$ cat src/rtl/cpu_defs.sv
// Shared CPU datapath definitions: shift-op and shift-FSM state encodings.
// Latency: n/a (types and constants only).
// Backpressure: n/a.
package cpu_defs;

  // Shift operation encodings. The ALU decoder uses the same constants.
  localparam int SH_OP_W = 2;

  typedef enum logic [SH_OP_W-1:0] {
    SH_SLL  = 2'b00,
    SH_SRL  = 2'b01,
    SH_SRA  = 2'b10,
    SH_ROTL = 2'b11
  } sh_op_e;

  // Iterative shifter control states.
  typedef enum logic [1:0] {
    ST_IDLE  = 2'b00,
    ST_SHIFT = 2'b01,
    ST_DONE  = 2'b10
  } sh_state_e;

endpackage : cpu_defs

$ cat src/rtl/shift_step.sv
// One slice of the iterative shifter: shifts a value by k (0..STEP) bits per op.
// Latency: purely combinational.
// Backpressure: none; the owning FSM decides when the output is used.
module shift_step
  import cpu_defs::*;
#(
  parameter int  WIDTH = 32,
  parameter int  STEP  = 4,
  localparam int KW    = $clog2(STEP + 1)
) (
  input  logic [WIDTH-1:0] value_i,
  input  logic [KW-1:0]    k_i,
  input  sh_op_e           op_i,
  output logic [WIDTH-1:0] value_o
);

  // Apply one bounded shift step. SRA relies on the MSB of the working value,
  // which an arithmetic shift never changes, so it keeps the captured sign.
  always_comb begin
    value_o = value_i;
    case (op_i)
      SH_SLL:  value_o = value_i << k_i;
      SH_SRL:  value_o = value_i >> k_i;
      SH_SRA:  value_o = $signed(value_i) >>> k_i;
      // A shift by WIDTH yields zero, so k=0 degenerates to the identity.
      SH_ROTL: value_o = (value_i << k_i) | (value_i >> (WIDTH - int'(k_i)));
      default: value_o = value_i;
    endcase
  end

endmodule : shift_step

$ cat src/rtl/iter_shift_unit.sv
// Multi-cycle SLL/SRL/SRA/ROTL shifter moving at most STEP bits per clock.
// Latency: done pulses ceil(shamt/STEP)+1 cycles after start is accepted.
// Backpressure: start is only taken while busy=0 (IDLE or DONE); ignored in SHIFT.
module iter_shift_unit
  import cpu_defs::*;
#(
  parameter int  WIDTH   = 32,
  parameter int  STEP    = 4,
  localparam int SHAMT_W = $clog2(WIDTH)
) (
  input  logic               clk,
  input  logic               rst,
  input  logic               start,
  input  logic [SH_OP_W-1:0] op,
  input  logic [WIDTH-1:0]   data_in,
  input  logic [SHAMT_W-1:0] shamt,
  output logic               busy,
  output logic               done,
  output logic [WIDTH-1:0]   result
);

  localparam int KW = $clog2(STEP + 1);

  sh_state_e          state_q, state_d;
  logic [WIDTH-1:0]   work_q, work_d;
  logic [SHAMT_W-1:0] rem_q, rem_d;
  sh_op_e             op_q, op_d;
  logic [WIDTH-1:0]   result_q, result_d;

  logic [KW-1:0]      step_k;
  logic [SHAMT_W-1:0] rem_next;
  logic [WIDTH-1:0]   step_val;

  // Bits moved this cycle: the smaller of STEP and what is left to shift.
  always_comb begin
    step_k = KW'(STEP);
    if (int'(rem_q) < STEP) begin
      step_k = KW'(rem_q);
    end
    rem_next = rem_q - SHAMT_W'(step_k);
  end

  shift_step #(
    .WIDTH (WIDTH),
    .STEP  (STEP)
  ) u_shift_step (
    .value_i (work_q),
    .k_i     (step_k),
    .op_i    (op_q),
    .value_o (step_val)
  );

  // Next-state logic: accept in IDLE/DONE, iterate in SHIFT, publish on entry to DONE.
  always_comb begin
    state_d  = state_q;
    work_d   = work_q;
    rem_d    = rem_q;
    op_d     = op_q;
    result_d = result_q;
    case (state_q)
      ST_IDLE, ST_DONE: begin
        if (start) begin
          work_d = data_in;
          rem_d  = shamt;
          op_d   = sh_op_e'(op);
          if (shamt == '0) begin
            // Nothing to shift: the operand itself is the result next cycle.
            state_d  = ST_DONE;
            result_d = data_in;
          end else begin
            state_d = ST_SHIFT;
          end
        end else begin
          state_d = ST_IDLE;
        end
      end
      ST_SHIFT: begin
        work_d = step_val;
        rem_d  = rem_next;
        if (rem_next == '0) begin
          state_d  = ST_DONE;
          result_d = step_val;
        end
      end
      default: begin
        state_d = ST_IDLE;
      end
    endcase
  end

  // State and datapath registers; reset discards any in-flight operation.
  always_ff @(posedge clk) begin
    if (rst) begin
      state_q  <= ST_IDLE;
      work_q   <= '0;
      rem_q    <= '0;
      op_q     <= SH_SLL;
      result_q <= '0;
    end else begin
      state_q  <= state_d;
      work_q   <= work_d;
      rem_q    <= rem_d;
      op_q     <= op_d;
      result_q <= result_d;
    end
  end

  assign busy   = (state_q == ST_SHIFT);
  assign done   = (state_q == ST_DONE);
  assign result = result_q;

endmodule : iter_shift_unit

$ cat config.mk
export PLATFORM = sky130hd
export DESIGN_NAME = iter_shift_unit
export DESIGN_NICKNAME = d
export VERILOG_FILES = /design/src/rtl/cpu_defs.sv /design/src/rtl/shift_step.sv /design/src/rtl/iter_shift_unit.sv
export SDC_FILE = /design/constraint.sdc
export NUM_CORES = 1
export LEC_CHECK = 0
export CORE_UTILIZATION = 43
export CTS_CLUSTER_SIZE = 24
export DETAILED_ROUTE_END_ITERATION = 10
export PLACE_DENSITY_LB_ADDON = 0.12
export SYNTH_ARGS = -nofsm -noshare
export SYNTH_HDL_FRONTEND = slang
export SYNTH_SLANG_ARGS = --single-unit
$ cat constraint.sdc
create_clock -name clk -period 7.4 [get_ports clk]
set_input_delay 1.11 -clock clk [delete_from_list [all_inputs] [get_ports clk]]
set_output_delay 1.11 -clock clk [all_outputs]
set_load 0.005 [all_outputs]
==> results.toml, run 1 <==
[finish]
antenna_cells = 0
area_delta_synth_final_pct = 13.8
multi_input_area_um2 = 5100
final_cell_mix = "nand2_1 (135), nor2_1 (77), clkdlybuf4s50_1 (74)"
seqCellArea_um2 = 1460
drive_gt1_frac = 0.102
fill_cells = 1628
layout.nets = 975
design_area_um2 = 8100
layout_commonest_cell = "nand2_1"

[sta]
max_slew_margin = 0.335
final_max_slew_viol_count = 0
fin_crit_ns = 4.78
rsz0062_at_grt = "false"
finalCritPeriodShare = 0.646
clock.fmax_mhz = 209
worstMarginPinSlew_ns = 0.996
skew_ns = 0.00816
tns_ns = 0
finalSetupViolCount = 0
finalHoldViolCount = 0

[floorplanning]
start_util = 0.445
die_y_um = 131
rows = 46
core_um2 = 16000
die_width_um = 131
fp.dieArea_um2 = 17100
io-pin-count = 76

[clock_network]
clk_pin_slew_ns = 0.06
ctsLongestPathBuffers = 2
clkSinkCount = 73
cts_tree = "yes"
hold_buffers = 0
worstSkewPairLatency_ns = 0.35
post_cts_buffers = 0
cts_htree_levels = 3
cts-root-buf = "clkbuf_16"
post_cts_resized = 0
numCtsBuffers = 9

[routing]
drc = 0
antenna_left = 0
wl_per_cell_um = 24.2
via_per_inst = 6.76
num_vias = 7780
drt-total-wl_um = 27900
first_pass_iters = 8
drtIter0Drc = 928

[synthesis]
yosysSeqAreaShare = 0.205
async_flop_share = 0
synth_nets = 987
syn_inst = 942
ys_ff_latch = 73
synth_compound_area_frac = 0.277
synth_area_um2 = 7120
ys_types = 74
avgSynthCellArea_um2 = 7.55
synthSimpleGateAreaFrac = 0.225
synth_xor_area_frac = 0.00246
ys_warn_count = 0
synthFlopType = "dfxtp_1"
synth_top_family_by_area = "compound AO/OA/AOI/OAI gates"
synth_edf_count = 0
synthAdderAreaFrac = 0.00528
synthMuxAreaShare = 0.201

[power]
p_clk_frac = 0.256
p_comb_frac = 0.433
internal-power_mw = 0.992
power.leakage_nw = 2.80
powerDensity_nw_per_um2 = 216
pwr-share-seq = 0.311
p_sw_mw = 0.754
vdd_drop_max_v = 0.000138
p_sw_frac = 0.432

[grt]
grt_max_degree = 59
grt_pass1_vias = 7203
grt_use_total = 0.335
grt_pass1_wl_um = 43000
grt-ovfl-total = 0
antenna_found_initial = 0

[critical_path]
crit_required_ns = 7.59
arrival_ns = 4.97
cp-start-kind = "flop"
cp-end-kind = "flop"
criticalPathCategory = "reg2reg"
path_max_fanout = 51

[min_path]
hold_path.class = "reg2reg"

[status]
status = "completed"

[flow_run]
maxCapViolCount = 0

[placement]
hpwl_um = 18200
port_buffers = 75
gp_congestion = 0.987
placedInstanceArea_um2 = 7800
final cells by class:
type	instances	area share
clock buffers	10	0.0283
clock inverters	6	0.00819
inverters	19	0.00881
multi-input cells	732	0.630
flip-flops and latches	73	0.181
well taps	216	0.0334
repair buffers	95	0.111
metrics by stage:
stage               worst slack, ns  hold slack [ns]  utilization  power [mW]  cells
finish                         2.62            0.457        0.506        1.75   1151
global route                   2.49            0.477        0.506        1.82   1151
global placement               2.87            0.444        0.487        1.27   1135
floorplan                      3.94            0.448            -        1.04    942
detailed placement             2.80            0.444        0.487        1.27   1135
CTS                            2.77            0.460        0.506        1.72   1151
kinds of logic (layout without fill, tap and decap cells):
| group | Yosys count | in the layout |
|---|---|---|
| buf+inv | 137 | 130 |
| flops | 73 | 73 |
| other cells | 1 | 1 |
| mux | 112 | 112 |
| fa+ha+maj | 3 | 3 |
| compound gates | 275 | 275 |
| xor+xnor | 2 | 2 |
| simple gates | 339 | 339 |
cell usage after synthesis (5+ instances only):
master | number | share of area
a2111oi_0 | 6 | 0.0074
a211oi_1 | 32 | 0.034
a21oi_1 | 66 | 0.046
a221o_1 | 9 | 0.013
a221oi_1 | 6 | 0.0074
a22oi_1 | 6 | 0.0063
a311oi_1 | 15 | 0.018
a31oi_1 | 11 | 0.0097
and2_1 | 5 | 0.0044
and3_1 | 9 | 0.0079
buf_1 | 14 | 0.0074
buf_2 | 17 | 0.012
clkbuf_1 | 77 | 0.041
dfxtp_1 | 73 | 0.21
inv_1 | 16 | 0.0084
mux2_2 | 19 | 0.030
mux2i_1 | 70 | 0.098
mux4_2 | 22 | 0.070
nand2_1 | 135 | 0.071
nand2b_1 | 12 | 0.011
nand3_1 | 17 | 0.012
nand3b_1 | 20 | 0.021
nor2_1 | 78 | 0.041
nor2b_1 | 15 | 0.013
nor3_1 | 23 | 0.016
o211ai_1 | 10 | 0.011
o21ai_0 | 25 | 0.018
o221ai_1 | 7 | 0.0086
o22ai_1 | 5 | 0.0044
o311ai_0 | 5 | 0.0062
o31ai_1 | 13 | 0.014
o32ai_1 | 10 | 0.012
o41ai_1 | 10 | 0.012
or3_1 | 5 | 0.0044
worst paths after layout:
check | start | to | slack [ns] | cells after the start
setup reg to reg | rem_q[1] | result[19] | 2.62 | 13
hold / removal | result[10] | result[10] | 0.46 | 2
setup / recovery | rem_q[1] | result[19] | 2.62 | 13
hold reg to reg | result[10] | result[10] | 0.46 | 2
power groups by stage:
stage	clock network, mW	registers (mW)	logic [mW]
finish	0.448	0.542	0.756
global route	0.471	0.544	0.808
CTS	0.455	0.534	0.735
detailed placement	0	0.542	0.731
global placement	0	0.543	0.730
floorplan	0	0.458	0.579
registers in the layout, summed over array words and instances (netlist names):
signal / count
result: 32
work_q: 32
rem_q: 5
op_q: 2
state_q: 2
worst max-delay path, stage by stage (launching register included):
cell and delay [ns]:
dfxtp_1 0.31, buf_4 0.46, nor4b_2 0.29, buf_4 0.33, inv_2 0.32, ha_1 0.31
ha_1 0.72, buf_4 0.37, mux2_2 0.37, mux2i_1 0.31, a2bb2oi_1 0.19, a21oi_1 0.08
a211oi_1 0.38, a211oi_1 0.13
layer usage:
metal | vias up | wire length (µm) | share of wire | global-route usage
li1 | 3493 | - | - | -
met1 | 3646 | 11800 | 0.42 | 0.460
met2 | 539 | 11700 | 0.42 | 0.483
met3 | 102 | 3020 | 0.11 | 0.0859
met4 | 0 | 1360 | 0.049 | 0.167
met5 | - | 0 | 0 | 0
(Power assumes the default switching activity.)
==> run 2, diff against run 1 <==
==> constraint.sdc (replaced) <==
create_clock -name clk -period 4.2 [get_ports clk]
set_input_delay 0.63 -clock clk [delete_from_list [all_inputs] [get_ports clk]]
set_output_delay 0.63 -clock clk [all_outputs]
set_load 0.005 [all_outputs]
==> run 2 against run 1 <==
Net effect:
- wire length is essentially flat
- die area is the same
- clock power grew 82%
- flip-flop and latch count is the same
- utilization grew 0.69 points
- global-route usage grew 0.18 points
- first-iteration DRC count shrank 1.1%
- setup slack lost 1.9 ns
- cell count grew 0.96%
- sequential power grew 77%
- largest cell class unchanged
- largest power group unchanged
==> results.toml, run 2 (synthesis gave the netlist of run 1 again) <==
[floorplanning]
rows = 46
core_um2 = 16000
die_y_um = 131
die_width_um = 131
start_util = 0.445
io-pin-count = 76
fp.dieArea_um2 = 17100

[sta]
clock.fmax_mhz = 290
skew_ns = 0.00926
max_slew_margin = 0.367
tns_ns = 0
finalCritPeriodShare = 0.820
fin_crit_ns = 3.45
finalSetupViolCount = 0
rsz0062_at_grt = "false"
worstMarginPinSlew_ns = 0.941
final_max_slew_viol_count = 0
finalHoldViolCount = 0
hold_slack_ns = 0.454

[min_path]
min_path_cells = 2
worstHoldStart = "result[5]"
hold_path.class = "reg2reg"
hold_path_end = "result[5]"

[finish]
layout_commonest_cell = "nand2_1"
drive_gt1_frac = 0.112
area_delta_synth_final_pct = 15.3
fin_util = 0.513
design_area_um2 = 8210
stdcell_count = 1162
fill_cells = 1639
layout.nets = 986
final_cell_mix = "nand2_1 (135), nor2_1 (78), clkdlybuf4s50_1 (74)"
antenna_cells = 0

[critical_path]
regToRegEndpoint = "result[6]"
r2r_slack_ns = 0.75
ff2ff_path_depth = 7
criticalPathCategory = "reg2reg"
cp-start-kind = "flop"
crit_required_ns = 4.40
worstReg2RegStart = "rem_q[4]"
arrival_ns = 3.65
path_max_fanout = 58
cp-end-kind = "flop"

[routing]
antenna_left = 0
drc = 0
drtIter0Drc = 918
drt-total-wl_um = 27900
via_per_inst = 6.73
num_vias = 7816
first_pass_iters = 8
wl_per_cell_um = 24.0

[power]
p_clk_frac = 0.260
p_sw_frac = 0.428
pwr-share-seq = 0.306
powerDensity_nw_per_um2 = 382
p_sw_mw = 1.34
vdd_drop_max_v = 0.000220
power.leakage_nw = 2.86
internal-power_mw = 1.79
p_comb_frac = 0.435

[clock_network]
cts-root-buf = "clkbuf_16"
cts_htree_levels = 3
clk_pin_slew_ns = 0.06
post_cts_resized = 0
worstSkewPairLatency_ns = 0.35
ctsLongestPathBuffers = 2
cts_tree = "yes"
numCtsBuffers = 9
clkSinkCount = 73
hold_buffers = 0
post_cts_buffers = 0

[placement]
port_buffers = 75
placed_cells = 1146
placedInstanceArea_um2 = 7890
gp_congestion = 1.01
hpwl_um = 18700

[grt]
grt_use_total = 0.337
antenna_found_initial = 0
grt_max_degree = 59
grt_pass1_wl_um = 43300
grt_pass1_vias = 7206
grt-ovfl-total = 0

[flow_run]
maxCapViolCount = 0

[status]
status = "completed"
[run 2: cell count changes in the layout (fill, tap and decap cells not counted)]
cell        before  now
buf_12           0    1
buf_4           20   30
nor2_2           1    0
clkinvlp_4       0    2
clkinv_4         2    0
nor2_1          77   78
clkbuf_8         0    1
inv_6            1    2
inv_8            0    1
clkinv_2         2    0
clkbuf_1         1    0
[run 2: final cells by class]
type / instances / area (µm²) / area share
multi-input combinational: 732 / 5100 / 0.621
tap: 216 / 270 / 0.0329
inverter: 19 / 71.3 / 0.00869
clock buffer: 10 / 239 / 0.0291
sequential: 73 / 1460 / 0.178
timing repair buffer: 106 / 991 / 0.121
clock inverter: 6 / 73.8 / 0.00900
[run 2: per-layer routing]
layer,vias up,GRT usage,share of wire
li1,3526,-,-
met4,0,0.145,0.036
met5,-,0,0
met2,471,0.502,0.44
met1,3741,0.468,0.43
met3,78,0.0700,0.10
[run 2: worst max-delay path by stage]
| stage | slack, ns | cells past startpoint | end | start |
|---|---|---|---|---|
| finish | 0.75 | 7 | result[6] | rem_q[4] |
| global route | 0.53 | 9 | result[21] | rem_q[4] |
| CTS | 0.77 | 9 | result[25] | rem_q[4] |
| detailed placement | 0.79 | 9 | result[25] | rem_q[4] |
| global placement | 0.82 | 9 | result[18] | rem_q[4] |
| floorplan | 0.74 | 13 | result[5] | rem_q[4] |
[run 2: worst max-delay path, cell delays in order (launching register included)]
cell	delay (ns)
dfxtp_1	0.46
nor4b_4	0.36
buf_4	0.73
mux2i_1	0.42
nor3b_1	0.09
or4b_1	0.50
a311oi_1	0.52
o41ai_1	0.15
[run 2: power by group through the flow]
stage / clock [mW] / combinational [mW] / sequential, mW
6_report: 0.815 / 1.36 / 0.958
5_1_grt: 0.855 / 1.46 / 0.961
4_1_cts: 0.837 / 1.33 / 0.943
3_5_place_dp: 0 / 1.32 / 0.959
3_3_place_gp: 0 / 1.32 / 0.960
2_1_floorplan: 0 / 1.02 / 0.808
[run 2: through the flow]
step                      total power, mW  setup WS (ns)
after floorplan                      1.83          0.742
after global placement               2.28          0.817
after detailed placement             2.28          0.788
after CTS                            3.11          0.774
after global routing                 3.28          0.528
final                                3.14          0.755
==> run 3, diff against run 2 <==
==> constraint.sdc (replaced) <==
create_clock -name clk -period 3.15 [get_ports clk]
set_input_delay 0.4725 -clock clk [delete_from_list [all_inputs] [get_ports clk]]
set_output_delay 0.4725 -clock clk [all_outputs]
set_load 0.005 [all_outputs]
==> run 3 against run 2 <==
Net effect:
- final area grew 4.5%
- critical path type unchanged
- register-to-register slack worse by 0.61 ns
- die area unchanged
- worst hold slack got worse by 0.0019 ns
- highest routed layer unchanged
==> results.toml, run 3 (synthesis gave the netlist of run 1 again) <==
[status]
status = "completed"

[placement]
port_buffers = 75
gp_congestion = 1.00
hpwl_um = 21000

[grt]
grt_pass1_wl_um = 45500
antenna_found_initial = 1
grt_use_total = 0.356
grt_pass1_vias = 7471
grt-ovfl-total = 0
grt_max_degree = 54

[clock_network]
numCtsBuffers = 9
hold_buffers = 0
cts_tree = "yes"
clkSinkCount = 73
worstSkewPairLatency_ns = 0.35
cts-root-buf = "clkbuf_16"
clk_pin_slew_ns = 0.06
ctsLongestPathBuffers = 2
cts_htree_levels = 3

[sta]
clock.fmax_mhz = 332
final_max_slew_viol_count = 0
finalHoldViolCount = 0
finalSetupViolCount = 0
finalCritPeriodShare = 0.955
fin_crit_ns = 3.01
max_slew_margin = 0.295
tns_ns = 0
worstMarginPinSlew_ns = 1.04
rsz0062_at_grt = "false"
skew_ns = 0.00749

[floorplanning]
die_width_um = 131
rows = 46
io-pin-count = 76
fp.dieArea_um2 = 17100
start_util = 0.445
core_um2 = 16000
die_y_um = 131

[critical_path]
cp-start-kind = "flop"
crit_required_ns = 3.40
criticalPathCategory = "reg2reg"
path_max_fanout = 12
cp-end-kind = "flop"
arrival_ns = 3.26

[power]
powerDensity_nw_per_um2 = 500
vdd_drop_max_v = 0.000344
power.total_mw = 4.29
power.leakage_nw = 3.08

[routing]
drc = 0
drt-total-wl_um = 29700
first_pass_iters = 6
wl_per_cell_um = 24.7
drtIter0Drc = 937
via_per_inst = 6.71
antenna_left = 0
num_vias = 8073

[finish]
area_delta_synth_final_pct = 20.5
final_cell_mix = "nand2_1 (135), nor2_1 (78), clkdlybuf4s50_1 (74)"
antenna_cells = 0
layout_commonest_cell = "nand2_1"
fin_util = 0.536
drive_gt1_frac = 0.154
layout.nets = 1027

[min_path]
hold_path.class = "reg2reg"

[flow_run]
maxCapViolCount = 0
==> run 3: cell count changes in the layout (fill, tap and decap cells not counted), sizes merged <==
cell / before / now
buf: 32 / 73
bufinv: 1 / 0
clkinv: 0 / 1
clkinvlp: 2 / 3
inv: 22 / 21
==> run 3: worst max-delay path, cell delays in order (launching register included) <==
cell and delay, ns:
dfxtp_1 0.41, nor4b_4 0.35, inv_2 0.06, ha_1 0.23, ha_4 0.31, mux2_2 0.27, nor2_1 0.05, o32ai_1 0.49
o2111a_1 0.24, o21ai_0 0.10, buf_4 0.17, o41ai_1 0.22
==> run 3: worst paths after layout <==
kind / slack (ns) / startpoint / end / cells past startpoint
max: 0.14 / rem_q[4] / result[2] / 11
min: 0.45 / result[5] / result[5] / 2
min reg2reg: 0.45 / result[5] / result[5] / 2
max reg2reg: 0.14 / rem_q[4] / result[2] / 11
==> run 3: timing repair <==
item,CTS,global route
setup endpoints to repair,0,3
gates resized for setup,0,2
buffers inserted,0,0
==> run 3: layer usage <==
layer / wire (µm) / up-vias / GRT usage
li1: - / 3623 / -
met1: 12600 / 3852 / 0.489
met2: 12900 / 500 / 0.528
met5: 0 / - / 0
met4: 1300 / 0 / 0.162
met3: 2910 / 98 / 0.0814
==> run 3: report_power, final <==
part,total (mW),switching [mW],internal [mW]
Clock,1.02,0.454,0.565
Combinational,2.02,1.18,0.846
Sequential,1.24,0.236,1.01
Total,4.29,1.87,2.42
==> run 3: area by class of cell <==
type                    instances  area [µm²]
clock buffers                  10         239
clock inverters                 6        51.3
fillers                      1594        7430
inverters                      19        71.3
multi-input cells             732        5140
flip-flops and latches         73        1460
well taps                     216         270
repair buffers                147        1340
==> run 3: metrics by stage <==
step | cell area (µm²) | instances | hold WS (ns) | setup WS (ns)
finish | 8570 | 1203 | 0.452 | 0.140
global route | 8570 | 1203 | 0.475 | 0.0208
CTS | 8560 | 1203 | 0.455 | 0.168
detailed placement | 8270 | 1187 | 0.445 | 0.176
global placement | 8270 | 1187 | 0.441 | 0.198
floorplan | 7160 | 942 | 0.448 | 0.0353
